**src/rtl/mem_wb_stage.sv**
```systemverilog
// Memory-access and write-back stage: optional data-memory load/store, then a
// registered register-file write with a matching forwarding tap.
module mem_wb_stage #(
    parameter int DATA_W = 16,
    parameter int REG_AW = 3,
    parameter int MEM_AW = 8
) (
    input  logic              clk,
    input  logic              reset,
    input  logic              ex_valid,
    input  logic [DATA_W-1:0] ex_result,
    input  logic [DATA_W-1:0] ex_store_data,
    input  logic [REG_AW-1:0] ex_dest,
    input  logic              ex_wb,
    input  logic              ex_mem_read,
    input  logic              ex_mem_write,
    output logic              write_en,
    output logic [REG_AW-1:0] write_addr,
    output logic [DATA_W-1:0] write_data,
    output logic              fwd_valid,
    output logic [REG_AW-1:0] fwd_addr,
    output logic [DATA_W-1:0] fwd_data,
    output logic              illegal_op,
    output logic [15:0]       retired_count
);

    localparam int DEPTH = 2 ** MEM_AW;

    logic [MEM_AW-1:0] maddr;
    logic              store_fire;
    logic              load_fire;

    assign maddr      = ex_result[MEM_AW-1:0];
    assign store_fire = ex_valid & ex_mem_write & ~reset;
    // A simultaneous read+write request is treated as a plain store.
    assign load_fire  = ex_valid & ex_mem_read & ~ex_mem_write & ~reset;

    logic unused_addr_bits;
    assign unused_addr_bits = ^ex_result[DATA_W-1:MEM_AW];

    // Data memory: the array carries no reset so it maps onto block RAM; a
    // per-word "written since reset" flag makes untouched words read as 0.
    logic [DATA_W-1:0] mem [DEPTH];
    logic [DEPTH-1:0]  live_reg;
    logic [DATA_W-1:0] rdata_reg;
    logic              rdata_live_reg;

    always_ff @(posedge clk) begin
        if (store_fire) begin
            mem[maddr] <= ex_store_data;
        end
        if (load_fire) begin
            rdata_reg <= mem[maddr];
        end
    end

    genvar gi;
    generate
        for (gi = 0; gi < DEPTH; gi++) begin : g_live
            always_ff @(posedge clk) begin
                if (reset) begin
                    live_reg[gi] <= 1'b0;
                end else if (store_fire && maddr == MEM_AW'(gi)) begin
                    live_reg[gi] <= 1'b1;
                end
            end
        end
    endgenerate

    always_ff @(posedge clk) begin
        if (reset) begin
            rdata_live_reg <= 1'b0;
        end else if (load_fire) begin
            rdata_live_reg <= live_reg[maddr];
        end
    end

    // Pipeline register between the memory edge and the write-back cycle.
    logic              v_reg;
    logic              wb_reg;
    logic              is_load_reg;
    logic [REG_AW-1:0] dest_reg;
    logic [DATA_W-1:0] alu_reg;

    always_ff @(posedge clk) begin
        if (reset) begin
            v_reg       <= 1'b0;
            wb_reg      <= 1'b0;
            is_load_reg <= 1'b0;
            dest_reg    <= '0;
            alu_reg     <= '0;
        end else if (ex_valid) begin
            v_reg       <= 1'b1;
            wb_reg      <= ex_wb;
            is_load_reg <= ex_mem_read & ~ex_mem_write;
            dest_reg    <= ex_dest;
            alu_reg     <= ex_result;
        end else begin
            v_reg <= 1'b0;
        end
    end

    // Write-back port: live values while writing, last written values otherwise.
    logic              wen_next;
    logic [DATA_W-1:0] wdata_next;
    logic [REG_AW-1:0] hold_addr_reg;
    logic [DATA_W-1:0] hold_data_reg;

    always_comb begin
        wen_next   = v_reg & wb_reg;
        wdata_next = alu_reg;
        if (is_load_reg) begin
            wdata_next = rdata_live_reg ? rdata_reg : '0;
        end
    end

    always_ff @(posedge clk) begin
        if (reset) begin
            hold_addr_reg <= '0;
            hold_data_reg <= '0;
        end else if (wen_next) begin
            hold_addr_reg <= dest_reg;
            hold_data_reg <= wdata_next;
        end
    end

    assign write_en   = wen_next;
    assign write_addr = wen_next ? dest_reg : hold_addr_reg;
    assign write_data = wen_next ? wdata_next : hold_data_reg;
    assign fwd_valid  = write_en;
    assign fwd_addr   = write_addr;
    assign fwd_data   = write_data;

    // Status: sticky illegal flag and retired-instruction counter.
    logic        illegal_reg;
    logic [15:0] retired_reg;

    always_ff @(posedge clk) begin
        if (reset) begin
            illegal_reg <= 1'b0;
            retired_reg <= '0;
        end else if (ex_valid) begin
            retired_reg <= retired_reg + 16'd1;
            if (ex_mem_read && ex_mem_write) begin
                illegal_reg <= 1'b1;
            end
        end
    end

    assign illegal_op    = illegal_reg;
    assign retired_count = retired_reg;

endmodule

```
**config.mk**
```make
export PLATFORM = sky130hd
export DESIGN_NAME = mem_wb_stage
export DESIGN_NICKNAME = d
export VERILOG_FILES = /design/src/rtl/mem_wb_stage.sv
export SDC_FILE = /design/constraint.sdc
export NUM_CORES = 2
export LEC_CHECK = 0
export CORE_ASPECT_RATIO = 0.9
export CORE_UTILIZATION = 40
export CTS_BUF_LIST = sky130_fd_sc_hd__clkbuf_4 sky130_fd_sc_hd__clkbuf_8
export DETAILED_ROUTE_END_ITERATION = 16
export GPL_TIMING_DRIVEN = 0
export PLACE_DENSITY = 0.56
export SLEW_MARGIN = 20
export SYNTH_ARGS = -nofsm -noshare
export SYNTH_HDL_FRONTEND = slang
export SYNTH_SLANG_ARGS = --single-unit
```
**constraint.sdc**
```tcl
create_clock -name clk -period 5.2 [get_ports clk]
set_input_delay 1.04 -clock clk [delete_from_list [all_inputs] [get_ports clk]]
set_output_delay 1.04 -clock clk [all_outputs]
set_load 0.02 [all_outputs]
```
==> metrics.yaml <==
outcome: "finished with violations"
failed_checks: "negative setup slack"
grt_setup_unrepaired: "true"
nFillCells: 33720
worstPathMaxFanout: 11
yosys.area_share.adder_pct: 0.007420
synth_cells: 7332
vias: 97880
htreeDepth: 6
hp-class: "in2reg"
grt_max_degree: 132
cp-end-kind: "register"
synth_edf_count: 4112
critPathArrivalTime_ns: 6.62
utilization_pct: 48.33
clk_latency_ns: 1.33
hpwl_um: 532900
grt_usage_pct: 35.78
leakagePower_nw: 63.57
crit_buf_inv: 5
synth_area_leaders: "edfxtp_1, mux4_2, dfxtp_1"
highest_layer: "met5"
yosys_most_used_dff: "edfxtp_1"
largest_reg_flops: 4096
dieArea_mm2: 0.4242
worstMarginPinSlew_ns: 1.433
cpPeakStageDelay_ns: 0.78
peakVddDrop_mv: 0.3111
setup-tns-final_ns: -74.66
setup_viol: 829
maxCapViolations: 0
drtPass1Iterations: 6
std_cell_rows: 225
required_ns: 6.23
yosys_warnings: 0
die_h_um: 618.0
fin_crit_sh_pct: 107.5
slew_headroom_pct: 4.494
start_kind: "primary input"
place.gp.congestion: 1.009
wl_met1_um: 269100
ioPinCount: 98
async_flop_share_pct: 0
drc: 0
synth_top_area_share_pct: 73.22
cts_tree: "yes"
avgViaCountPerCell: 6.659
yosysTopAreaCell: "edfxtp_1"
crit_type: "in2reg"
grt_pass1_vias: 89860
syn_to_final_growth_pct: 19.98
synth_top_family_by_area: "multiplexers"
root_buffer: "clkbuf_8"
syn_area_per_cell_um2: 23.00
synth_cell_type_count: 58
syn_area_mm2: 0.1686
synth_nets: 7374
slew_viol_final: 0
powerDensity_mw_per_mm2: 366.2
dieWidth_um: 686.4
cp_slowest_cell: "clkbuf_4"
postRouteAntennaNets: 0
port-buffer-count: 92
wl_um: 767000
synth-simple-area-share_pct: 1.383
drtIter0Drc: 20410
fin_nets: 8579
ys_seq_area_share_pct: 76.96
route.met3.wl_um: 125100
clock_sinks: 4427
fmax_mhz: 178.9
ys_ff_latch: 4427
synth_mux_area_share_pct: 18.21
cts-buffers-inserted: 689
cts.clk_slew.worst_paths_ns: 0.07
met2WireLength_um: 314100
grt_pass1_wl_um: 960500
clockBufferDepth: 4
coreArea_mm2: 0.4186
synth_xor_area_share_pct: 0.06232
gr-total-overflow: 0
cp_top_family: "buffers and inverters"
hold_viol: 0
initial_core_util_pct: 40.28
antenna_found_initial: 123
avgRoutedWirePerCell_um: 52.18
p_total_mw: 74.10
finalWorstSetupSlack_ns: -0.3903
drive_gt1_share_pct: 38.82
crit_chain: "buf_2, buf_4, buf_2, clkbuf_4, clkbuf_4, mux4_2, a22oi_1, o2111ai_1, a41o_1"
min_period_ns: 5.590
skew_ns: 0.07485
synth_compound_area_share_pct: 2.127
[cell usage in the layout, fill, tap and decap left out, drive strengths merged, types with 64 or more instances in the layout]
cell type and count:
a22oi 106, buf 687, clkbuf 1138, clkdlybuf4s50 76
clkinv 211, dfxtp 315, diode 67, edfxtp 4112
mux2i 64, mux4 1325, nand2 102, nor2 327
o21a 257
[layer usage]
metal  global-route usage, %  up-vias
met5                       0        -
met4                   23.55       54
met3                   17.09     1971
met2                   48.20     9100
met1                   45.87    52930
li1                        -    33830
[stage by stage]
stage               cells  setup WS, ns  instance area (um2)  hold WS, ns
finish              14700       -0.3903               202300       0.1117
global route        14640      -0.08269               202200       0.1242
CTS                 14610       -0.1230               201800      0.03317
detailed placement  13370        -2.071               188200       0.4476
global placement    12990        -5.215               176500       0.4403
floorplan            7332         1.147               168600       0.4330
[final cells by class]
| cell class | count | area [um2] | area share (%) |
|---|---|---|---|
| Multi-Input combinational cell | 2466 | 38780 | 19.17 |
| Sequential cell | 4427 | 129800 | 64.14 |
| Timing Repair Buffer | 516 | 10740 | 5.306 |
| Antenna cell | 67 | 167.7 | 0.08286 |
| Clock inverter | 265 | 1615 | 0.7983 |
| Buffer | 431 | 2492 | 1.232 |
| Tap cell | 5561 | 6958 | 3.439 |
| Clock buffer | 959 | 11780 | 5.821 |
| Inverter | 6 | 22.52 | 0.01113 |
[final timing paths]
kind | startpoint | end | slack (ns) | cells past startpoint
setup reg to reg | mem[223][0]$_DFFE_PP_ | rdata_reg[0]$_DFFE_PP_ | 0.90 | 5
setup / recovery | ex_result[3] | rdata_reg[3]$_DFFE_PP_ | -0.39 | 9
hold / removal | ex_store_data[5] | mem[57][5]$_DFFE_PP_ | 0.11 | 1
hold reg to reg | live_reg[155]$_SDFFE_PP0P_ | live_reg[155]$_SDFFE_PP0P_ | 0.46 | 1
[worst reg2reg max path: stages, from the launching register on]
cell and delay [ns]:
edfxtp_1 0.36, mux4_2 0.52, mux4_2 0.73, mux4_2 0.58, o2111ai_1 0.88, nand4_1 0.74
[where the power goes]
part           switching, mW  internal (mW)  leakage [nW]
logic                   4.02           1.55          17.0
clock network           14.4           15.2          7.06
registers             0.0154           38.9          39.5
[kinds of logic after synthesis]
group           count (synthesis)
simple gates                  547
mux                          1409
fa+ha+maj                       1
buf+inv                       439
compound gates                497
flops                        4427
xor+xnor                       12
[synth_stat cells, types with 3 or more instances]
cell type and number:
o22ai_1 4, o21a_1 257, nor2b_1 28, or4_1 3, xnor2_1 3, mux2_2 20
a211o_1 4, or2_2 3, o2111ai_1 4, and3_1 3, o311ai_0 3, dfxtp_1 315
buf_6 10, buf_1 47, a31oi_1 5, nor2_1 327, a21oi_1 48, nand2_1 102
o211ai_1 7, xor2_1 9, and2_1 24, nand3_1 15, edfxtp_1 4112, or3_1 7
mux2i_1 64, nand4_1 10, a211oi_1 5, mux4_2 1325, inv_1 4, a22o_1 8
nor3_1 10, buf_2 147, clkbuf_1 176, nand2b_1 7, nor3b_1 3, buf_4 53
o21ai_0 27, a22oi_1 106
[timing repair]
item / in CTS / in global routing
setup endpoints to repair: 2615 / 564
buffers inserted: 12 / 15
pin swaps: 5 / 8
endpoints found under the hold margin: 67 / 0
hold buffers: 5 / 0
gates resized for setup: 43 / 12
(Power assumes the default switching activity.)
